--- config.mk ---
export PLATFORM = sky130hd
export DESIGN_NAME = uart_rx
export DESIGN_NICKNAME = d
export VERILOG_FILES = /design/src/rtl/uart_rx.sv
export SDC_FILE = /design/constraint.sdc
export NUM_CORES = 1
export LEC_CHECK = 0
export CAP_MARGIN = 10
export CORE_ASPECT_RATIO = 1.2
export CORE_MARGIN = 4
export CORE_UTILIZATION = 30
export DETAILED_ROUTE_END_ITERATION = 6
export PLACE_DENSITY = 0.55
export SLEW_MARGIN = 0
export SYNTH_ARGS = -nofsm -noshare
export SYNTH_HDL_FRONTEND = slang
export SYNTH_SLANG_ARGS = --single-unit
--- constraint.sdc ---
create_clock -name clk_i -period 6.25 [get_ports clk_i]
set_input_delay 1.25 -clock clk_i [delete_from_list [all_inputs] [get_ports clk_i]]
set_output_delay 1.25 -clock clk_i [all_outputs]
set_load 0.05 [all_outputs]
--- src/rtl/uart_rx.sv ---
// rtl/uart_rx.sv - UART receiver with start-aligned bit timer and valid/ready output
// Optional even-parity check is built when UART_RX_PARITY_EN is defined.
module uart_rx #(
   parameter int MCLK = 100000000,
   parameter int BAUD = 115200,
   parameter int WORD = 16
) (
   input  logic       clk_i,
   input  logic       rst_i,
   input  logic       en_i,
   input  logic       rx_i,
   output logic [7:0] data_o,
   output logic       valid_o,
   input  logic       ready_i,
   output logic       frameErr_o,
   output logic       overrun_o,
   output logic       busy_o
);

   localparam int BIT_CNT  = MCLK / BAUD - 1;
   localparam int HALF_CNT = (MCLK / BAUD) / 2 - 1;
   localparam logic [WORD-1:0] BIT_LIM  = WORD'(BIT_CNT);
   localparam logic [WORD-1:0] HALF_LIM = WORD'(HALF_CNT);

   typedef enum logic [2:0] {
      S_IDLE,
      S_START,
      S_DATA,
`ifdef UART_RX_PARITY_EN
      S_PARITY,
`endif
      S_STOP
   } state_t;

   state_t          state_q;
   logic [1:0]      sync_q;
   logic [WORD-1:0] timer_q;
   logic [2:0]      bit_idx_q;
   logic [7:0]      shift_q;
   logic [7:0]      data_q;
   logic            valid_q;
   logic            frame_err_q;
   logic            overrun_q;
`ifdef UART_RX_PARITY_EN
   logic            par_err_q;
`endif

   logic            rxs;
   logic [WORD-1:0] limit_d;
   logic            tick_d;
   logic            bad_frame_d;

   assign rxs     = sync_q[1];
   assign limit_d = (state_q == S_START) ? HALF_LIM : BIT_LIM;
   assign tick_d  = (timer_q == limit_d);
`ifdef UART_RX_PARITY_EN
   assign bad_frame_d = !rxs || par_err_q;
`else
   assign bad_frame_d = !rxs;
`endif

   always_ff @(posedge clk_i or posedge rst_i) begin
      if (rst_i) begin
         state_q     <= S_IDLE;
         sync_q      <= 2'b11;
         timer_q     <= '0;
         bit_idx_q   <= '0;
         shift_q     <= '0;
         data_q      <= '0;
         valid_q     <= 1'b0;
         frame_err_q <= 1'b0;
         overrun_q   <= 1'b0;
`ifdef UART_RX_PARITY_EN
         par_err_q   <= 1'b0;
`endif
      end else begin
         sync_q      <= {sync_q[0], rx_i};
         frame_err_q <= 1'b0;
         overrun_q   <= 1'b0;
         if (valid_q && ready_i)
            valid_q <= 1'b0;

         if (state_q != S_IDLE && !en_i) begin
            state_q   <= S_IDLE;
            timer_q   <= '0;
            bit_idx_q <= '0;
         end else begin
            if (state_q != S_IDLE)
               timer_q <= tick_d ? '0 : timer_q + 1'b1;
            case (state_q)
               S_IDLE: begin
                  if (en_i && !rxs) begin
                     state_q <= S_START;
                     timer_q <= '0;
                  end
               end
               S_START: begin
                  // A start bit that is high again at mid-bit is a glitch
                  if (tick_d) begin
                     if (!rxs) begin
                        state_q   <= S_DATA;
                        bit_idx_q <= '0;
`ifdef UART_RX_PARITY_EN
                        par_err_q <= 1'b0;
`endif
                     end else begin
                        state_q <= S_IDLE;
                     end
                  end
               end
               S_DATA: begin
                  if (tick_d) begin
                     shift_q   <= {rxs, shift_q[7:1]};
                     bit_idx_q <= bit_idx_q + 1'b1;
                     if (bit_idx_q == 3'd7) begin
`ifdef UART_RX_PARITY_EN
                        state_q <= S_PARITY;
`else
                        state_q <= S_STOP;
`endif
                     end
                  end
               end
`ifdef UART_RX_PARITY_EN
               S_PARITY: begin
                  if (tick_d) begin
                     par_err_q <= ^{shift_q, rxs};
                     state_q   <= S_STOP;
                  end
               end
`endif
               S_STOP: begin
                  // Leaving at mid-stop lets a back-to-back start bit be caught
                  if (tick_d) begin
                     state_q <= S_IDLE;
                     if (bad_frame_d) begin
                        frame_err_q <= 1'b1;
                     end else if (valid_q && !ready_i) begin
                        overrun_q <= 1'b1;
                     end else begin
                        data_q  <= shift_q;
                        valid_q <= 1'b1;
                     end
                  end
               end
               default: state_q <= S_IDLE;
            endcase
         end
      end
   end

   assign data_o     = data_q;
   assign valid_o    = valid_q;
   assign frameErr_o = frame_err_q;
   assign overrun_o  = overrun_q;
   assign busy_o     = (state_q != S_IDLE);

endmodule

# --- After elaboration in Yosys (flattened, before gate mapping) ---
# Cells that the tools add are included.
word_totals:
  mem_bits_rw: 0
  rom_bits: 0
  ff_bits: 43
  memories: 0
  latchBits: 0
op_classes:
  eq_ne: 11
  n_mul: 0
  n_addsub: 2
  shift: 0
  reduce_logical: 14
  order_cmp: 0
  div: 0
  n_mux: 34
  n_bitwise: 2
op_table:
  columns: ["operator", "n"]
  rows:
  - ["16-bit 2-to-1 mux", 5]
  - ["3-bit 2-to-1 mux", 10]
  - ["16-bit by 1-bit adder with 16-bit output, second input constant", 1]
  - ["16-bit by 10-bit == test with 1-bit output", 1]
  - ["1-bit 2-to-1 mux", 15]
  - ["3-bit != test, second input constant", 4]
  - ["3-bit case mux with 4 select lines", 1]
  - ["10-bit 2-to-1 mux", 1]
  - ["5-bit AND reduction", 2]
  - ["3-bit by 2-bit == test with 1-bit output, second input constant", 2]
  - ["3-bit by 2-bit != test with 1-bit output, second input constant", 2]
  - ["3-bit case mux with 2 select lines", 1]
  - ["3-bit nonzero test", 2]
  - ["1-bit logical AND", 4]
  - ["4-bit AND reduction", 1]
  - ["3-bit by 1-bit adder with 3-bit output, second input constant", 1]
  - ["3-bit by 1-bit == test with 1-bit output, second input constant", 1]
  - ["3-bit == test, second input constant", 1]
  - ["1-bit logical NOT", 3]
  - ["3-bit logical NOT", 1]
  - ["3-bit AND reduction", 1]
  - ["2-bit 2-to-1 mux", 1]
  - ["1-bit inverter", 2]

# --- Logic depth before layout (Yosys ltp) ---
depth:
  ltp_word: 8
  depth_mapped: 8
  ltp_nobuf: 6

# --- Worst setup path after synthesis ---
# OpenSTA, ideal clock, no wires.
synth_timing:
  kind: "input to register"
  startpoint: "input port en_i"
  endpoint: "register shift_q[0]"
  path_slack_ps: 3803
  path_stages: 4
  path_buffers: 1
  arrival_ps: 2322
  path_cell_list: "clkbuf_1 nand2_1 nor3_4 mux2_2"
synth_between:
  elab_chain_len: 4
synth_rtl:
  columns: ["item", "line_no", "source"]
  rows:
  - ["start, declared", "10", "input logic en_i,"]
  - ["1-bit logical NOT", "83", "if (state_q != S_IDLE && !en_i) begin"]
  - ["1-bit logical AND", "83", null]
  - ["1-bit inverter (no source line)", null, null]
  - ["3-bit AND reduction (no source line)", null, null]
  - ["end signal, assigned", "113", "shift_q <= {rxs, shift_q[7:1]};"]
  - ["end, declared", "39", "logic [7:0] shift_q;"]
# Every way passes these cells.
# A chain may end at the register's enable or synchronous reset.

# --- Final worst setup path ---
layout_timing:
  startpoint: "register state_q[0]"
  endpoint: "output port busy_o"
layout_between:
  elab_chain_len: 1
layout_rtl:
  columns: ["item", "line_no", "source"]
  rows:
  - ["start, declared", "35", "state_t state_q;"]
  - ["start signal, assigned", "64", "state_q <= S_IDLE;"]
  - ["start signal, assigned", "84", "state_q <= S_IDLE;"]
  - ["start signal, assigned", "93", "state_q <= S_START;"]
  - ["3-bit nonzero test", "156", "assign busy_o = (state_q != S_IDLE);"]
  - ["end, declared", "17", "output logic busy_o"]
# Every way passes these cells.

==> flow_summary.yaml <==
cts:
  clkSinkCount: 42
  cts_resized: 0
  root_buffer: "clkbuf_8"
  post-cts-setup-buffers: 0
  cts.htree.levels: 2
  cts_buffers: 5
  clk_latency_ns: 0.29
  cts_tree: "built"
  clkTransAtPathRegs_ns: 0.08
  clk_path_buf_depth: 2
  cts_hold_buf: 0
timing:
  tightest_slew_ns: 0.9812
  rsz0062_at_grt: "no"
  hold_ws_ns: 0.3569
  finalSetupTns_ns: 0
  relSlewSlack_pct: 34.28
  max_freq_mhz: 312.1
  period_share_pct: 51.27
  timing.final.ws_setup_ns: 3.046
  fin_skew_ns: 0.005504
  final-hold-violation-count: 0
  setup_viol: 0
  maxSlewViolCount: 0
  fin_crit_ns: 3.204
grt:
  grt_pass1_wl_um: 6486
  grt_max_degree: 43
  first_global_vias: 1358
  antenna_found_initial: 0
  grt.total_usage_pct: 10.83
  grt_overflow: 0
logic_synthesis:
  synth_seq_area_share_pct: 54.46
  synth.cell_area_sq_um: 1934
  synth_nets: 176
  synthTopCellsByCount: "40 x dfrtp_1, 21 x nor2_1, 15 x mux2_2, 12 x nand2_1"
  yosysUniqueCellTypes: 38
  synth-seq-cells: 42
  synth_top_area_share_pct: 51.75
  synth.area.top_cells: "dfrtp_1 52%, mux2_2 8.7%, nor2_1 4.1%"
  synth-edff-count: 0
  async_flop_share_pct: 100.0
  yosysMostFrequentCell: "dfrtp_1"
  synth_top_area_cell: "dfrtp_1"
  syn_avg_cell_area_sq_um: 11.51
  syn-instance-count: 168
  yosysWarnings: 0
  synthFlopType: "dfrtp_1"
finish:
  nFillCells: 608
  final_net_count: 194
  area_growth_pct: 18.24
  multi_input_area_sq_um: 828.3
  antenna_cells: 0
  drive_gt1_share_pct: 17.11
  fin_cells: 269
  regArea_sq_um: 1054
flow_run:
  maxCapViolations: 0
worst_setup_path:
  start_kind: "register"
  r2r.worst_path.cells: 5
  startpoint: "state_q[0]"
  timing.rr.start: "timer_q[12]"
  timing.rr.end: "timer_q[8]"
  crit_required_ns: 5.00
  ff2ff_setup_slack_ns: 3.46
  arrival_ns: 1.95
  cp_max_fo: 9
  end_kind: "output pin"
  worstSetupPathType: "register to output pin"
pwr:
  p_int_uw: 399.5
  leakagePower_uw: 0.001030
  p_per_area_nw_per_um2: 224.2
  p_switching_uw: 113.3
  seqPwrFrac_pct: 54.5
  comb_power_share_pct: 4.4
  sw_frac_of_total_pct: 22.10
  pwr-share-clk_pct: 41.1
  peakVddDrop_mv: 0.1254
floorplan:
  rows: 31
  die_area_sq_um: 7802
  core_region_area_sq_um: 6167
  ios: 17
  die_w_um: 81.30
  die_h_um: 95.96
  start_util_pct: 31.37
route:
  post-route-drc-count: 0
  ant_nets: 0
  first_pass_iters: 4
  avgViaCountPerCell: 4.710
  via_count: 1267
  wirelength_um: 3588
  post_drt_wl_per_cell_um: 13.34
  drt-initial-drc-count: 58
place:
  dp_hpwl_um: 2444
  dp.cells: 261
  dp_slack_ns: 2.934
  place_congestion: 0.7703
  io_buffer_count: 16
min_path:
  hp-start: "sync_q[0]"
  hold_class: "register to register"
  hold_end: "sync_q[1]"
  hold-path-cell-count: 0
run_status:
  outcome: "finished, final reports clean"
==> sequential cells by signal (all words and copies together), names as in the netlist <==
signal,flops
overrun_o,1
timer_q,16
bit_idx_q,3
valid_o,1
data_o,8
shift_q,8
sync_q,2
state_q,2
frameErr_o,1
==> metal layers <==
layer	routed length, um	global-route usage, %
met5	0	0
met1	1763	13.74
met4	61	4.225
met3	102	2.996
met2	1660	17.39
==> placed cells by master (no fill, tap or decap), types with 2 or more instances in the layout <==
cell type	Yosys	final
a21oi_1	3	3
a22o_1	6	6
and3_1	4	4
clkbuf_8	0	5
clkdlybuf4s50_1	0	16
clkinv_2	0	2
dfrtp_1	40	40
dfstp_2	2	2
ha_1	3	3
inv_1	7	6
mux2_2	15	15
nand2_1	12	12
nand2b_1	3	3
nand3_1	2	2
nand4_1	4	4
nor2_1	21	21
nor3_1	2	2
nor4_1	3	3
nor4bb_1	2	2
o21ai_0	2	2
xnor2_1	7	7
xor2_1	7	7
==> metrics by stage <==
stage	total power, uW	instance area [sq um]	util [%]
5_1_grt	540.3	2287	37.09
2_1_floorplan	299.3	1934	-
6_report	512.8	2287	37.09
3_3_place_gp	307.9	2178	35.32
4_1_cts	521.6	2287	37.09
3_5_place_dp	308.3	2178	35.32
==> logic make-up (layout without fill, tap and decap cells) <==
kind of cell / after synthesis / count (layout) / synth area share [%]
buf+inv: 13 / 32 / 2.717
xor+xnor: 14 / 14 / 6.339
mux: 17 / 17 / 9.832
compound gates: 17 / 17 / 6.921
fa+ha+maj: 3 / 3 / 1.941
simple gates: 62 / 62 / 17.79
flops: 42 / 42 / 54.46
==> worst max-delay path, cell delays in order, from the launching register on <==
cell	delay, ns
dfrtp_1	0.54
nor2_1	0.13
inv_1	0.16
clkdlybuf4s50_1	0.83
==> final cells by class <==
| type | count | area share (%) |
|---|---|---|
| tap | 82 | 4.486 |
| timing repair buffer | 17 | 7.330 |
| sequential | 42 | 46.06 |
| inverter | 7 | 1.149 |
| clock inverter | 3 | 1.751 |
| multi-input combinational | 113 | 36.21 |
| clock buffer | 5 | 3.009 |
==> power groups by stage <==
stage               combinational (uW)  sequential (uW)  clock [uW]
global route                      26.3              280         234
global placement                  23.3              285           0
detailed placement                23.6              285           0
finish                            22.6              279         211
CTS                               23.6              279         219
floorplan                         16.9              282           0
==> worst max path at each step <==
stage | endpoint | slack [ns]
after detailed placement | timer_q[4] | 2.93
after CTS | busy_o | 3.04
after global routing | busy_o | 2.93
final | busy_o | 3.05
after global placement | timer_q[13] | 3.01
after floorplan | shift_q[0] | 3.80
No activity file was read; power rests on OpenSTA's default activity.
